File: src/rtl/piso_pkg.sv
// Shared types and constants for the parallel-in serial-out serializer.
package piso_pkg;

  typedef enum logic {
    IDLE  = 1'b0,
    SHIFT = 1'b1
  } state_t;

  localparam int DEFAULT_WIDTH = 4;

  function automatic int cnt_w(input int width);
    return $clog2(width);
  endfunction

endpackage

File: src/rtl/piso_serializer_if.sv
// Word handshake and serial framing signals between the serializer and its neighbours.
interface piso_serializer_if
  import piso_pkg::*;
#(
  parameter int WIDTH = DEFAULT_WIDTH
);

  logic             in_valid;
  logic             in_ready;
  logic [WIDTH-1:0] in_data;
  logic             shift_en;
  logic             ser_out;
  logic             ser_valid;
  logic             ser_last;
  logic             busy;

  modport master (
    output in_valid, in_data, shift_en,
    input  in_ready, ser_out, ser_valid, ser_last, busy
  );

  modport slave (
    input  in_valid, in_data, shift_en,
    output in_ready, ser_out, ser_valid, ser_last, busy
  );

endinterface

File: src/rtl/piso_hold_reg.sv
// One-entry holding register with a full flag; load and clear never coincide
// because load requires the entry to be empty and clear requires it to be full.
module piso_hold_reg #(
  parameter int WIDTH = 4
) (
  input  logic             clk,
  input  logic             rst,
  input  logic             load,
  input  logic [WIDTH-1:0] data,
  input  logic             clear,
  output logic [WIDTH-1:0] q,
  output logic             full
);

  always_ff @(posedge clk or posedge rst) begin
    if (rst) begin
      q    <= '0;
      full <= 1'b0;
    end else begin
      if (clear) full <= 1'b0;
      if (load) begin
        q    <= data;
        full <= 1'b1;
      end
    end
  end

endmodule

File: src/rtl/piso_serializer.sv
// Parallel-in serial-out stage: one-word hold buffer feeding a shift register,
// reloaded on the last bit so back-to-back words stream without a gap.
//
//   state | meaning
//   IDLE  | no word on the serial output; load from hold as soon as it is full
//   SHIFT | ser_out carries bit cnt of the current word
module piso_serializer
  import piso_pkg::*;
#(
  parameter int WIDTH     = DEFAULT_WIDTH,
  parameter bit MSB_FIRST = 1'b1
) (
  input logic           clk,
  input logic           rst,
  piso_serializer_if.slave bus
);

  localparam int             CW       = cnt_w(WIDTH);
  localparam logic [CW-1:0]  CNT_LAST = CW'(WIDTH - 1);

  state_t           state_q, state_d;
  logic [WIDTH-1:0] shreg_q, shreg_d, shreg_adv;
  logic [CW-1:0]    cnt_q, cnt_d;
  logic [WIDTH-1:0] hold_q;
  logic             hold_full;
  logic             hold_load;
  logic             hold_clear;

  // in_ready depends only on the registered full flag
  assign hold_load = bus.in_valid && !hold_full;

  piso_hold_reg #(.WIDTH(WIDTH)) u_hold (
    .clk   (clk),
    .rst   (rst),
    .load  (hold_load),
    .data  (bus.in_data),
    .clear (hold_clear),
    .q     (hold_q),
    .full  (hold_full)
  );

  assign shreg_adv = MSB_FIRST ? {shreg_q[WIDTH-2:0], 1'b0}
                               : {1'b0, shreg_q[WIDTH-1:1]};

  always_ff @(posedge clk or posedge rst) begin
    if (rst) begin
      state_q <= IDLE;
      shreg_q <= '0;
      cnt_q   <= '0;
    end else begin
      state_q <= state_d;
      shreg_q <= shreg_d;
      cnt_q   <= cnt_d;
    end
  end

  always_comb begin
    state_d    = state_q;
    shreg_d    = shreg_q;
    cnt_d      = cnt_q;
    hold_clear = 1'b0;
    case (state_q)
      IDLE: begin
        if (hold_full) begin
          shreg_d    = hold_q;
          cnt_d      = '0;
          hold_clear = 1'b1;
          state_d    = SHIFT;
        end
      end
      SHIFT: begin
        if (bus.shift_en) begin
          if (cnt_q != CNT_LAST) begin
            shreg_d = shreg_adv;
            cnt_d   = cnt_q + CW'(1);
          end else if (hold_full) begin
            shreg_d    = hold_q;
            cnt_d      = '0;
            hold_clear = 1'b1;
          end else begin
            // leave an all-zero register behind so the idle line reads 0
            shreg_d = '0;
            cnt_d   = '0;
            state_d = IDLE;
          end
        end
      end
      default: state_d = IDLE;
    endcase
  end

  assign bus.in_ready  = !hold_full;
  assign bus.ser_out   = MSB_FIRST ? shreg_q[WIDTH-1] : shreg_q[0];
  assign bus.ser_valid = (state_q == SHIFT);
  assign bus.ser_last  = (state_q == SHIFT) && (cnt_q == CNT_LAST);
  assign bus.busy      = (state_q == SHIFT) || hold_full;

endmodule

File: src/flat_wrapper.sv
// flat-port wrapper written by rule: the top's interface ports become plain ports
module piso_serializer_flat import piso_pkg::*;
#(
  parameter int WIDTH     = DEFAULT_WIDTH,
  parameter bit MSB_FIRST = 1'b1
)
  (clk, rst, bus_in_valid, bus_in_data, bus_shift_en, bus_in_ready, bus_ser_out, bus_ser_valid, bus_ser_last, bus_busy);
  piso_serializer_if #(.WIDTH(WIDTH)) bus_i ();
  input logic clk;
  input logic rst;
  input wire logic [$bits(bus_i.in_valid)-1:0] bus_in_valid;
  input wire logic [$bits(bus_i.in_data)-1:0] bus_in_data;
  input wire logic [$bits(bus_i.shift_en)-1:0] bus_shift_en;
  output wire logic [$bits(bus_i.in_ready)-1:0] bus_in_ready;
  output wire logic [$bits(bus_i.ser_out)-1:0] bus_ser_out;
  output wire logic [$bits(bus_i.ser_valid)-1:0] bus_ser_valid;
  output wire logic [$bits(bus_i.ser_last)-1:0] bus_ser_last;
  output wire logic [$bits(bus_i.busy)-1:0] bus_busy;
  assign bus_i.in_valid = bus_in_valid;
  assign bus_i.in_data = bus_in_data;
  assign bus_i.shift_en = bus_shift_en;
  assign bus_in_ready = bus_i.in_ready;
  assign bus_ser_out = bus_i.ser_out;
  assign bus_ser_valid = bus_i.ser_valid;
  assign bus_ser_last = bus_i.ser_last;
  assign bus_busy = bus_i.busy;
  piso_serializer #(.WIDTH(WIDTH), .MSB_FIRST(MSB_FIRST)) u_core (.clk(clk), .rst(rst), .bus(bus_i));
endmodule
File: config.mk
export PLATFORM = sky130hd
export DESIGN_NAME = piso_serializer_flat
export DESIGN_NICKNAME = d
export VERILOG_FILES = /design/src/rtl/piso_pkg.sv /design/src/rtl/piso_serializer_if.sv /design/src/rtl/piso_hold_reg.sv /design/src/rtl/piso_serializer.sv /design/src/flat_wrapper.sv
export SDC_FILE = /design/constraint.sdc
export NUM_CORES = 1
export LEC_CHECK = 0
export ABC_AREA = 0
export BUFFER_PORTS_ARGS = -buffer_cell sky130_fd_sc_hd__buf_2
export CORE_AREA = 2 2 39 41
export CTS_CLUSTER_SIZE = 30
export DETAILED_ROUTE_END_ITERATION = 8
export DIE_AREA = 0 0 41 43
export PLACE_DENSITY_LB_ADDON = 0.08
export SLEW_MARGIN = 5
export SYNTH_ARGS = -nofsm -noshare
export SYNTH_HDL_FRONTEND = slang
export SYNTH_SLANG_ARGS = --single-unit
export TNS_END_PERCENT = 5
File: constraint.sdc
create_clock -name clk -period 2.8 [get_ports clk]
set_clock_uncertainty 0.05 [all_clocks]
set_input_delay 0.56 -clock clk [delete_from_list [all_inputs] [get_ports clk]]
set_output_delay 0.56 -clock clk [all_outputs]
set_load 0.01 [all_outputs]
* Yosys cells after proc, flatten, opt, wreduce, memory -nomap -nowiden
Cells that the tools add are included.
** Operators by class
- Add/subtract/negate cells :: 1
- Multipliers :: 0
- Div/mod/pow operators :: 0
- Order comparisons :: 0
- Equality and inequality tests :: 4
- Shift-type cells :: 0
- Mux-type cells :: 18
- Bitwise gates (word level) :: 1
- Reduce and logical (&&, ||, !) cells :: 6
** Operators by type and width (count)
- $mux 4 :: 4
- $pmux 4 s2 :: 1
- $mux 1 :: 7
- $mux 2 :: 3
- $ne 2x2->1 const B :: 3
- $pmux 1 s2 :: 2
- $pmux 2 s2 :: 1
- $add 2x1->2 const B :: 1
- $eq 2x2->1 const B :: 1
- $logic_and 1x1->1 :: 2
- $reduce_and 2->1 :: 1
- $reduce_bool 2->1 :: 1
- $logic_not 1->1 :: 1
- $logic_or 1x1->1 :: 1
- $not 1->1 :: 1
** Word-level totals
- Flip-flop bits (word level) :: 12
- Bits in latches :: 0
- RAM bits :: 0
- Bits in read-only memories :: 0
- Bits of input ports :: 8
- Word-level logic and storage cells :: 35
- Memories kept :: 0

* Logic depth before layout (Yosys ltp)
- Word-level depth :: 6
- Depth in mapped cells :: 4
- Mapped depth without buffers :: 4

* By module
From an unflattened synthesis, not the netlist that was laid out.
** Unflattened totals
- Cells, all modules :: 42
- Area total of the unflattened synthesis :: 529.3 sq um
** By module, submodules not included
- piso_serializer :: instances 1, cells each 30, area an instance 342.8 sq um, seq. area each 175.2 sq um
- piso_hold_reg :: instances 1, cells each 12, area an instance 186.4 sq um, seq. area each 125.1 sq um

* Worst setup path before layout
OpenSTA, ideal clock, no wires.
- Path type :: register to output
- Start :: reg u_core.state_q (netlist: u_core.bus.ser_valid)
- End :: out bus_busy
- Arrival :: 0.867 ns
- Slack :: 1.323 ns
- Stages on the path, launching flop included :: 3
- Cell sequence :: dfrtp_1 buf_6 or2_2
** On the way
- Cells in the longest elaborated chain, start to end :: 1
** RTL lines
- start: declaration :: line piso_serializer.sv:21 : state_t state_q, state_d;
- start signal: assignment :: line piso_serializer.sv:51 : state_q <= state_d;
- $logic_or 1x1->1 :: line piso_serializer.sv:96 : assign bus.busy = (state_q == SHIFT) || hold_full;
- end: declaration :: line flat_wrapper.sv:18 : output wire logic [$bits(bus_i.busy)-1:0] bus_busy;
No other way between the ends.

* Final worst setup path
- Start :: reg u_core.cnt_q[0]
- End :: out bus_ser_last
** On the way
- Cells in the longest elaborated chain, start to end :: 2
** RTL lines
- start: declaration :: line piso_serializer.sv:23 : logic [CW-1:0] cnt_q, cnt_d;
- start signal: assignment :: line piso_serializer.sv:53 : cnt_q <= cnt_d;
- $eq 2x2->1 :: line piso_serializer.sv:95 : assign bus.ser_last = (state_q == SHIFT) && (cnt_q == CNT_LAST);
- $logic_and 1x1->1 :: line piso_serializer.sv:95
- end: declaration :: line flat_wrapper.sv:17 : output wire logic [$bits(bus_i.ser_last)-1:0] bus_ser_last;
No other way between the ends.

==> reports/results.ini <==
[placement]
io_buffers=12
post-place-ws_ns=1.23
gp_congestion=0.676

[critical_path]
slowest_delay_ns=0.40
critPathKind=reg -> out
cp_max_fo=5
cp.required_ns=2.19
slowest_stage=dfrtp_1
arrival_ns=1.25
path_cells=ha_1 > and2_1 > buf_2
endpoint_kind=output pin
cp-start-kind=flip-flop

[final_layout]
most-common-layout-cells=12 x buf_2, 12 x dfrtp_1, 5 x mux2_2
final_core_util_pct=47.2
nets=68
syn2layout_area_growth_pct=19.2
drive_gt1_share_pct=46.6
antenna_cells=0

[power]
clkPwrFrac_pct=21.3
ir_drop_uv=532
swShare_pct=31.2
seqPwrFrac_pct=47.7
p_sw_uw=194
p_leak_uw=0.000322
intPower_uw=429
combPwrFrac_pct=31.0
p_per_area_nw_per_um2=954

[flow_run]
max-cap-violations=0

[clock_network]
ctsHoldBuffers=0
cts.repair.resized=0
cts_tree=yes
cts.path.max_buffers=2
clock-sinks=12
cts.clk_slew.worst_paths_ns=0.07
clock_latency_ns=0.26
cts-root-buf=clkbuf_4
h-tree-depth=1
postCtsSetupBuffers=0
cts_buffers=3

[routing]
drtIter0Drc=9
via_per_inst=4.97
vias=368
drc_errors=0
ant_nets=0
wire_per_inst_um=13.9
wirelength_mm=1.03
first_pass_iters=3

[synth]
synth.net_count=52
synth-seq-cells=12
synthCells=43
yosysUniqueCellTypes=18
avgSynthCellArea_um2=12.7
seq_area_frac_synth_pct=54.8
yosys_warnings=0
synth_area_um2=548

[sta]
setup_viol_count_final=0
timing.final.crit_share_pct=66.4
finalCriticalPeriod_ns=1.86
relSlewSlack_pct=70.2
fmax_mhz=538
tns_ns=0
slew_violations=0
final-hold-violation-count=0
worst_slew_pin_slew_ns=0.447
worst_slack_ns=0.942
grt_setup_unrepaired=false

[floorplanning]
num_rows=14
io_pins=13
die_area_um2=1760
die-height_um=43
core-area_um2=1380
start_util_pct=39.6
die_w_um=41

[global_routing]
grt-ovfl-total=0
antenna_found_initial=0
first_global_vias=392
track_usage_pct=15.2
grt_first_pass_wirelength_mm=1.72
grt_max_degree=13

[min_path]
hold_path_class=in -> async

[run_status]
outcome=finished, final reports clean

## cells in the mapped netlist (all sizes together)
cell    count  area, µm²
dfrtp      12        300
mux2        5       56.3
a221o       3       30.0
and4b       3       30.0
inv         3       11.3
nand2       3       11.3
nor2        3       13.8
o21ai       2       10.0
or2         2       12.5
a21boi      1       11.3
a22o        1       8.76
and2        1       6.26
buf         1       11.3
ha          1       12.5
mux2i       1       13.8
nor2b       1       8.76
## flip-flops by register name (all words and copies together), names as in the netlist
register,flops
u_core.shreg_q,4
u_core.cnt_q,2
u_core.u_hold.q,4
u_core.bus.ser_valid,1
u_core.u_hold.full,1
## cells by family after synthesis
kind of cell             Yosys count  share of synthesized area [%]
AO/OA/AOI/OAI                      7                           11.0
adder cells (fa/ha/maj)            1                           2.28
buffers and inverters              4                           4.11
flip-flops                        12                           54.8
multiplexers                       6                           12.8
AND/OR/NAND/NOR                   13                           15.1
## path summary, 6_finish.rpt
path | slack [ns] | endpoint | startpoint | cells after the start
setup / recovery | 0.94 | bus_ser_last | u_core.cnt_q[0] | 3
hold / removal | 0.23 | u_core.cnt_q[0] | rst | 2
setup reg to reg | 1.39 | u_core.shreg_q[2] | u_core.cnt_q[0] | 4
hold reg to reg | 0.47 | u_core.cnt_q[0] | u_core.cnt_q[0] | 1
max in group asynchronous | 2.16 | u_core.u_hold.full | rst | 2
min in group clk | 0.47 | u_core.cnt_q[0] | u_core.cnt_q[0] | 1
## worst max-delay path, delay by kind of cell, from the launching register on
family | cells | cell delay, ns
adders and majority gates | 1 | 0.27
buffers and inverters | 1 | 0.13
and+or+nand+nor | 1 | 0.18
DFF | 1 | 0.40
## per-stage QoR
stage | power (µW) | hold WS (ns) | std cells | area [µm²]
2_1_floorplan | 430 | 0.375 | 43 | 548
3_3_place_gp | 477 | 0.432 | 70 | 617
3_5_place_dp | 497 | 0.453 | 70 | 617
4_1_cts | 633 | 0.235 | 74 | 653
5_1_grt | 673 | 0.259 | 74 | 653
6_report | 623 | 0.233 | 74 | 653
## layout make-up
| cell class | count | area, µm² |
|---|---|---|
| Multi-Input combinational cell | 27 | 225 |
| Sequential cell | 12 | 300 |
| Inverter | 3 | 11.3 |
| Clock buffer | 4 | 36.3 |
| Fill cell | 136 | 731 |
| Timing Repair Buffer | 12 | 60.1 |
| Tap cell | 16 | 20.0 |
## metal layers
metal  global-route usage (%)  share of wire [%]
met5                        0                  0
met4                     6.00               0.68
met3                     6.28                5.5
met2                     22.8                 50
met1                     18.6                 44
## power groups by stage
| stage | clock network, µW | logic (µW) | registers (µW) |
|---|---|---|---|
| 6_report | 133 | 193 | 297 |
| 2_1_floorplan | 0 | 147 | 283 |
| 4_1_cts | 138 | 197 | 298 |
| 3_3_place_gp | 0 | 182 | 294 |
| 3_5_place_dp | 0 | 197 | 301 |
| 5_1_grt | 150 | 217 | 307 |
(Power assumes the default switching activity.)
